$ cat src/rtl/vect_pkg.sv
// Instruction fields, funct6/funct3 encodings and decode for the slide unit.
// SLDU_SLIDE1_EN adds vslide1up/vslide1down decode.
package vect_pkg;

   typedef struct packed {
      logic [5:0] funct6;
      logic       vm;
      logic [4:0] vs2;
      logic [4:0] vs1;
      logic [2:0] funct3;
      logic [4:0] vd;
      logic [6:0] opcode;
   } arithm_instr_t;

   localparam logic [6:0] OP_V = 7'b1010111;

   localparam logic [5:0] VADD_VREDSUM   = 6'b000000;
   localparam logic [5:0] VREDAND        = 6'b000001;
   localparam logic [5:0] VSUB_VREDOR    = 6'b000010;
   localparam logic [5:0] VRSUB_VREDXOR  = 6'b000011;
   localparam logic [5:0] VMINU_VREDMINU = 6'b000100;
   localparam logic [5:0] VMIN_VREDMIN   = 6'b000101;
   localparam logic [5:0] VMAXU_VREDMAXU = 6'b000110;
   localparam logic [5:0] VMAX_VREDMAX   = 6'b000111;
   localparam logic [5:0] VSLIDEUP       = 6'b001110;
   localparam logic [5:0] VSLIDEDOWN     = 6'b001111;
   localparam logic [5:0] VADC           = 6'b010000;

   localparam logic [2:0] OPIVV = 3'b000;
   localparam logic [2:0] OPFVV = 3'b001;
   localparam logic [2:0] OPMVV = 3'b010;
   localparam logic [2:0] OPIVI = 3'b011;
   localparam logic [2:0] OPIVX = 3'b100;
   localparam logic [2:0] OPFVF = 3'b101;
   localparam logic [2:0] OPMVX = 3'b110;

   typedef enum logic [2:0] {K_NOP, K_UP, K_DOWN, K_RED, K_MVXS, K_MVSX} op_kind_e;
   typedef enum logic [1:0] {S_IDLE, S_RUN, S_RED_WB} sldu_state_e;

   function automatic op_kind_e sldu_decode(arithm_instr_t ins);
      op_kind_e k;
      k = K_NOP;
      if (ins.opcode == OP_V) begin
         if ((ins.funct3 == OPIVX || ins.funct3 == OPIVI) && ins.funct6 == VSLIDEUP)
            k = K_UP;
         else if ((ins.funct3 == OPIVX || ins.funct3 == OPIVI) && ins.funct6 == VSLIDEDOWN)
            k = K_DOWN;
         else if (ins.funct3 == OPMVV && ins.funct6[5:3] == 3'b000)
            k = K_RED;
         else if (ins.funct3 == OPMVV && ins.funct6 == VADC)
            k = K_MVXS;
         else if (ins.funct3 == OPMVX && ins.funct6 == VADC)
            k = K_MVSX;
`ifdef SLDU_SLIDE1_EN
         else if (ins.funct3 == OPMVX && ins.funct6 == VSLIDEUP)
            k = K_UP;
         else if (ins.funct3 == OPMVX && ins.funct6 == VSLIDEDOWN)
            k = K_DOWN;
`endif
      end
      return k;
   endfunction

endpackage

$ cat src/rtl/sldu_red_alu.sv
// Combinational binary reduction operator; op is funct6[2:0] of the reduction.
module sldu_red_alu
   import vect_pkg::*;
#(
   parameter int DATA_WIDTH = 32
) (
   input  logic [2:0]            op_i,
   input  logic [DATA_WIDTH-1:0] a_i,
   input  logic [DATA_WIDTH-1:0] b_i,
   output logic [DATA_WIDTH-1:0] res_o
);

   always_comb begin
      res_o = a_i + b_i;
      case (op_i)
         VREDAND[2:0]:        res_o = a_i & b_i;
         VSUB_VREDOR[2:0]:    res_o = a_i | b_i;
         VRSUB_VREDXOR[2:0]:  res_o = a_i ^ b_i;
         VMINU_VREDMINU[2:0]: res_o = (a_i < b_i) ? a_i : b_i;
         VMIN_VREDMIN[2:0]:   res_o = ($signed(a_i) < $signed(b_i)) ? a_i : b_i;
         VMAXU_VREDMAXU[2:0]: res_o = (a_i > b_i) ? a_i : b_i;
         VMAX_VREDMAX[2:0]:   res_o = ($signed(a_i) > $signed(b_i)) ? a_i : b_i;
         default:             res_o = a_i + b_i;
      endcase
   end

endmodule

$ cat src/rtl/slide_unit.sv
// Cross-lane slide/reduction/move engine: one destination element per lane per RUN cycle.
// Defining SLDU_SLIDE1_EN enables vslide1up/vslide1down (scalar inserted at the slide edge).
module slide_unit
   import vect_pkg::*;
#(
   parameter  int DATA_WIDTH = 32,
   parameter  int LANES      = 4,
   parameter  int VLEN       = 512,
   localparam int ELEMS      = VLEN / (DATA_WIDTH * LANES),
   localparam int ELEM_B     = $clog2(ELEMS)
) (
   input  logic                        clk_i,
   input  logic                        resetn_i,
   input  logic                        req_i,
   input  logic [31:0]                 instr_i,
   output logic                        ready_o,
   input  logic [DATA_WIDTH-1:0]       rs1_rdata_i,
   output logic [DATA_WIDTH-1:0]       rd_wdata_o,
   output logic                        rd_wr_en_o,
   input  logic [LANES*DATA_WIDTH-1:0] lane_vs1_rdata_i,
   input  logic [LANES*DATA_WIDTH-1:0] lane_vs2_rdata_i,
   input  logic [31:0]                 lane_mask_rdata_i,
   output logic [LANES*DATA_WIDTH-1:0] lane_vd_wdata_o,
   output logic [LANES-1:0]            lane_vd_wr_en_o,
   output logic [LANES*ELEM_B-1:0]     lane_vs2_elem_sel_o,
   output logic [LANES*ELEM_B-1:0]     lane_vd_elem_sel_o
);

   localparam int VLMAX  = LANES * ELEMS;
   localparam int LANE_B = $clog2(LANES);
   localparam int IDX_B  = $clog2(VLMAX);
   localparam int IDXW   = DATA_WIDTH + 1;

   arithm_instr_t         ins;
   sldu_state_e           state_q;
   op_kind_e              kind_q;
   logic [ELEM_B-1:0]     k_q;
   logic [DATA_WIDTH-1:0] off_q, rs1_q, acc_q, acc_d;
   logic                  vm_q;
   logic [2:0]            red_op_q;
   logic [LANES-1:0]      red_act;
   logic                  last_k, multi;
`ifdef SLDU_SLIDE1_EN
   logic                  s1_d, s1_q;
   assign s1_d = (ins.funct3 == OPMVX) && (sldu_decode(ins) inside {K_UP, K_DOWN});
`endif

   assign ins     = instr_i;
   assign ready_o = (state_q == S_IDLE);
   assign last_k  = (k_q == ELEM_B'(ELEMS - 1));
   assign multi   = (kind_q inside {K_UP, K_DOWN, K_RED});

   always_ff @(posedge clk_i or negedge resetn_i) begin
      if (!resetn_i) begin
         state_q  <= S_IDLE;
         kind_q   <= K_NOP;
         k_q      <= '0;
         off_q    <= '0;
         rs1_q    <= '0;
         acc_q    <= '0;
         vm_q     <= 1'b1;
         red_op_q <= '0;
`ifdef SLDU_SLIDE1_EN
         s1_q     <= 1'b0;
`endif
      end else begin
         case (state_q)
            S_IDLE: if (req_i) begin
               kind_q   <= sldu_decode(ins);
               vm_q     <= ins.vm;
               red_op_q <= ins.funct6[2:0];
               rs1_q    <= rs1_rdata_i;
               off_q    <= rs1_rdata_i;
               k_q      <= '0;
               state_q  <= S_RUN;
`ifdef SLDU_SLIDE1_EN
               s1_q     <= s1_d;
               if (s1_d) off_q <= DATA_WIDTH'(1);
`endif
            end
            S_RUN: begin
               if (kind_q == K_RED) acc_q <= acc_d;
               if (multi && !last_k) begin
                  k_q <= k_q + 1'b1;
               end else begin
                  k_q     <= '0;
                  state_q <= (kind_q == K_RED) ? S_RED_WB : S_IDLE;
               end
            end
            S_RED_WB: state_q <= S_IDLE;
            default:  state_q <= S_IDLE;
         endcase
      end
   end

   // Lane l owns destination d = k*LANES + l; its source may sit in any lane.
   always_comb begin
      logic [IDXW-1:0]       d, s;
      logic                  src_ok, src_zero, act, we;
      logic [DATA_WIDTH-1:0] wd;
      lane_vd_wdata_o     = '0;
      lane_vd_wr_en_o     = '0;
      lane_vs2_elem_sel_o = '0;
      lane_vd_elem_sel_o  = '0;
      rd_wdata_o          = '0;
      rd_wr_en_o          = 1'b0;
      red_act             = '0;
      d = '0; s = '0; src_ok = 1'b0; src_zero = 1'b0; act = 1'b0; we = 1'b0; wd = '0;
      for (int l = 0; l < LANES; l++) begin
         d        = (IDXW'(k_q) << LANE_B) + IDXW'(l);
         act      = vm_q | lane_mask_rdata_i[d[IDX_B-1:0]];
         src_ok   = 1'b1;
         src_zero = 1'b0;
         if (kind_q == K_UP) begin
            src_ok = (d >= {1'b0, off_q});
            s      = d - {1'b0, off_q};
         end else begin
            s        = d + {1'b0, off_q};
            src_zero = (s >= IDXW'(VLMAX));
         end
         red_act[l] = act;
         if (state_q == S_RUN && (kind_q == K_UP || kind_q == K_DOWN)) begin
            wd = '0;
            if (src_ok && !src_zero) begin
               lane_vs2_elem_sel_o[s[LANE_B-1:0]*ELEM_B +: ELEM_B] = s[LANE_B +: ELEM_B];
               wd = lane_vs2_rdata_i[s[LANE_B-1:0]*DATA_WIDTH +: DATA_WIDTH];
            end
            we = act && src_ok;
`ifdef SLDU_SLIDE1_EN
            if (s1_q && kind_q == K_UP && d == '0) begin
               we = act;
               wd = rs1_q;
            end
            if (s1_q && kind_q == K_DOWN && d == IDXW'(VLMAX - 1)) wd = rs1_q;
`endif
            lane_vd_elem_sel_o[l*ELEM_B +: ELEM_B]   = k_q;
            lane_vd_wdata_o[l*DATA_WIDTH +: DATA_WIDTH] = wd;
            lane_vd_wr_en_o[l]                        = we;
         end
      end
      if (state_q == S_RUN) begin
         case (kind_q)
            K_RED: for (int l = 0; l < LANES; l++) lane_vs2_elem_sel_o[l*ELEM_B +: ELEM_B] = k_q;
            K_MVXS: begin
               rd_wdata_o = lane_vs2_rdata_i[DATA_WIDTH-1:0];
               rd_wr_en_o = 1'b1;
            end
            K_MVSX: begin
               lane_vd_wdata_o[DATA_WIDTH-1:0] = rs1_q;
               lane_vd_wr_en_o[0]              = 1'b1;
            end
            default: ;
         endcase
      end else if (state_q == S_RED_WB) begin
         lane_vd_wdata_o[DATA_WIDTH-1:0] = acc_q;
         lane_vd_wr_en_o[0]              = 1'b1;
      end
   end

   // Reduction chain folds lanes 0..LANES-1 in order; masked-off lanes pass through.
   for (genvar l = 0; l < LANES; l++) begin : g_red
      logic [DATA_WIDTH-1:0] a_in, alu_res, acc_out;
      if (l == 0) begin : g_first
         assign a_in = (k_q == '0) ? lane_vs1_rdata_i[DATA_WIDTH-1:0] : acc_q;
      end else begin : g_next
         assign a_in = g_red[l-1].acc_out;
      end
      sldu_red_alu #(.DATA_WIDTH(DATA_WIDTH)) u_alu (
         .op_i  (red_op_q),
         .a_i   (a_in),
         .b_i   (lane_vs2_rdata_i[l*DATA_WIDTH +: DATA_WIDTH]),
         .res_o (alu_res)
      );
      assign acc_out = red_act[l] ? alu_res : a_in;
   end
   assign acc_d = g_red[LANES-1].acc_out;

   logic unused_bits;
   assign unused_bits = ^{ins.vs2, ins.vs1, ins.vd, lane_mask_rdata_i[31:VLMAX],
                          lane_vs1_rdata_i[LANES*DATA_WIDTH-1:DATA_WIDTH]};

endmodule

$ cat config.mk
export PLATFORM = sky130hd
export DESIGN_NAME = slide_unit
export DESIGN_NICKNAME = d
export VERILOG_FILES = /design/src/rtl/vect_pkg.sv /design/src/rtl/sldu_red_alu.sv /design/src/rtl/slide_unit.sv
export SDC_FILE = /design/constraint.sdc
export NUM_CORES = 2
export LEC_CHECK = 0
export BUFFER_PORTS_ARGS = -buffer_cell sky130_fd_sc_hd__buf_2
export CORE_UTILIZATION = 29
export CTS_CLUSTER_SIZE = 30
export DETAILED_ROUTE_END_ITERATION = 12
export PLACE_DENSITY_LB_ADDON = 0.2
export SYNTH_ARGS = -nofsm -noshare
export SYNTH_HDL_FRONTEND = slang
export SYNTH_SLANG_ARGS = --single-unit
$ cat constraint.sdc
create_clock -name clk_i -period 17.1 [get_ports clk_i]
set_input_delay 2.565 -clock clk_i [delete_from_list [all_inputs] [get_ports clk_i]]
set_output_delay 2.565 -clock clk_i [all_outputs]
set_load 0.01 [all_outputs]
==> run summary <==
internal power: 2.02 mW
commonest cells in the netlist: nor2_1, ha_1, inv_1
PwrDens: 111 nW/um2
Max Cap Viol: 0
Layout Nets: 5,989
First-pass DRT Iterations: 8
Tcrit/Tclk final: 0.972
worst path arrival time: 16.83 ns
CTS sink cnt: 75
hold-critical path depth: 2
Sequential Power Share: 0.060
Total GRT Usage: 0.351
Avg Vias per Cell: 6.10
WS Path Type: input port to flop
Worst-Skew Late Latency: 0.41 ns
syn avg cell area: 7.27 um2
Post-Synth XOR/XNOR Area: 0.0405
crit end category: flop
htree depth: 3
Vert. Die Dim: 335 um
Main synth FF type: dfrtp_1
Die ar.: 112,000 um2
switching share of power: 0.548
Post-synth ARST share: 1.00
port bufs: 409
setup ws final: 0.485 ns
syn_nets: 5,207
Seq/Total Area, Yosys: 0.0583
CP required: 17.32 ns
total number of vias: 40,927
DR WL/cell: 30.7 um
Final Util: 0.370
Mapped Area: 32,200 um2
Synth Area in Compound Gates: 0.285
worst rel slew slack: 0.123
Crit-path slowest cell: a221oi_2
Crit Path Max Fanout: 10
row count: 121
P&R area growth vs syn: 25.5%
cts bufs inserted: 9
synthesized-area fraction occupied by and/or/nand/nor cells: 0.208
postcts setup bufs: 0
Worst Tran Pin Value: 1.31 ns
fill count: 11,723
post-DP HPWL: 166 mm
Comb pwr share: 0.893
number of global-route vias before repair: 37,313
largest family of logic cells by synthesized area: compound AO/OA/AOI/OAI gates
DRT iter0 DRCs: 5,738
Final ANT Viol Nets: 0
clock slew at the register clock pins of the worst setup and hold paths: 0.08 ns
DRC violations left: 0
Die Width: 335 um
mux cell area share after synthesis: 0.154
Post-Synthesis Cells: 4,432
number of synthesized flops with an enable pin: 0
Max Fclk: 60.2 MHz
post-layout min period: 16.61 ns
Starting Density: 0.294
HP Class: flop to flop
cell taking the most area after synthesis: ha_1
antenna violations before repair: 34
GP Congestion: 1.04
core area: 109,000 um2
Fin. Hold Viols: 0
Netlist cell types: 118
CTS tree: done
first-pass GRT wire length: 283 mm
Worst Reg-to-Reg Cells: 60
# setup viols final: 0
setup_tns: 0 ns
startpoint types: input port
Clock Tree Root: clkbuf_16
Slew Limit Fails: 0
Final Cell Area: 40,400 um2
most common cell in the netlist: nor2_1
synthesized flop and latch total: 75
layout cell share with drive strength beyond 1: 0.287
placed cell area: 40,100 um2
Congestion Overflow GR: 0
top-area cell type share of the netlist area: 0.160
CP dominant cell by count: buf_4
clock skew: 0.0233 ns
switching pwr: 2.45 mW
Clock Path Buffers: 2
routed wire length: 206 mm
num ports: 537
status: complete, no violations
leakage power: 19.3 nW
pre-CTS worst setup slack: 0.0393 ns
largest net degree at the start of global routing: 71
Largest stage delay, worst path: 0.52 ns
adder-cell area share of the yosys netlist: 0.165
number of synthesis warnings: 0
RSZ-0062 raised after global routing: false
clock power share: 0.047
synth top area cells: ha_1, mux4_2, dfrtp_1
Worst IR Drop VDD: 68.6 uV
total power: 4.47 mW
==> metrics by stage <==
stage	std cells	hold slack, ns
2_1_floorplan	4432	0.466
3_3_place_gp	6679	0.593
3_5_place_dp	6679	0.593
4_1_cts	6695	0.606
5_1_grt	6700	0.648
6_report	6704	0.610
==> registers in the layout, summed over array words and instances (netlist names) <==
register  cells
acc_q        32
k_q           2
kind_q        3
red_op_q      3
rs1_q        32
state_q       2
vm_q          1
==> power groups by stage <==
stage	Combinational, mW	Sequential, mW	Clock (mW)
2_1_floorplan	2.08	0.209	0
5_1_grt	4.23	0.266	0.214
6_report	4.00	0.268	0.210
3_3_place_gp	3.85	0.265	0
3_5_place_dp	3.86	0.265	0
4_1_cts	3.88	0.262	0.210
==> final cells by class <==
| cell class | instances | area (um2) | area share |
|---|---|---|---|
| diodes | 9 | 22.5 | 0.000557 |
| clock buffers | 9 | 225 | 0.00557 |
| clock inverters | 7 | 58.8 | 0.00145 |
| inverters | 414 | 1560 | 0.0385 |
| multi-input cells | 3621 | 27600 | 0.682 |
| flip-flops and latches | 75 | 1890 | 0.0468 |
| well taps | 1476 | 1850 | 0.0457 |
| repair buffers | 1093 | 7250 | 0.179 |
==> metal layers <==
| metal | vias to the layer above | wire length [um] | part of all wire | GRT usage |
|---|---|---|---|---|
| li1 | 17903 | - | - | - |
| met1 | 19951 | 88000 | 0.43 | 0.493 |
| met2 | 2689 | 80800 | 0.39 | 0.482 |
| met3 | 364 | 26900 | 0.13 | 0.111 |
| met4 | 20 | 9990 | 0.049 | 0.156 |
| met5 | - | 127 | 0.00062 | 0 |
==> logic make-up after synthesis <==
logic type | count (synthesis)
AOI/OAI and AO/OA | 1356
xor gates and xnor gates | 148
adders and majority gates | 420
buffers and inverters | 736
DFF | 75
muxes | 314
and+or+nand+nor | 1383
==> critical path, delay by kind of cell <==
family	cells	cell delay (ns)
AND/OR/NAND/NOR	10	2.06
AO/OA/AOI/OAI	28	7.09
adder cells (fa/ha/maj)	4	1.48
XOR/XNOR	1	0.37
multiplexers	3	1.03
buffers and inverters	13	2.22
==> layout by cell type, fill, tap and decap left out, types with 61 or more instances in the layout <==
cell type	synthesis	final
a21oi_1	346	346
nand3_1	69	69
mux4_2	132	132
nor3_1	126	123
nand4_1	65	65
inv_1	411	411
dfrtp_1	74	70
a22oi_1	61	61
ha_1	412	411
and3_1	83	83
buf_2	52	408
nand2_1	333	332
a211oi_1	119	118
xnor2_1	97	97
mux2_2	126	126
buf_4	9	680
o21ai_0	249	249
a221oi_1	62	61
nor2_1	431	426
==> timing repair <==
item,CTS,global route
hold buffers,0,0
endpoints found under the hold margin,0,0
setup endpoints to repair,0,27
gates resized for setup,0,4
==> worst paths after layout <==
kind	from	endpoint	slack [ns]
max	lane_vs1_rdata_i[6]	acc_q[20]$_DFFE_PN0P_	0.49
max reg2reg	k_q[0]$_DFFE_PN0P_	acc_q[20]$_DFFE_PN0P_	1.17
min reg2reg	vm_q$_DFFE_PN1P_	vm_q$_DFFE_PN1P_	0.61
min in group asynchronous	resetn_i	rs1_q[23]$_DFFE_PN0P_	2.12
min	vm_q$_DFFE_PN1P_	vm_q$_DFFE_PN1P_	0.61
max in group asynchronous	resetn_i	acc_q[3]$_DFFE_PN0P_	13.87
Power figures use the tool's default switching activity.
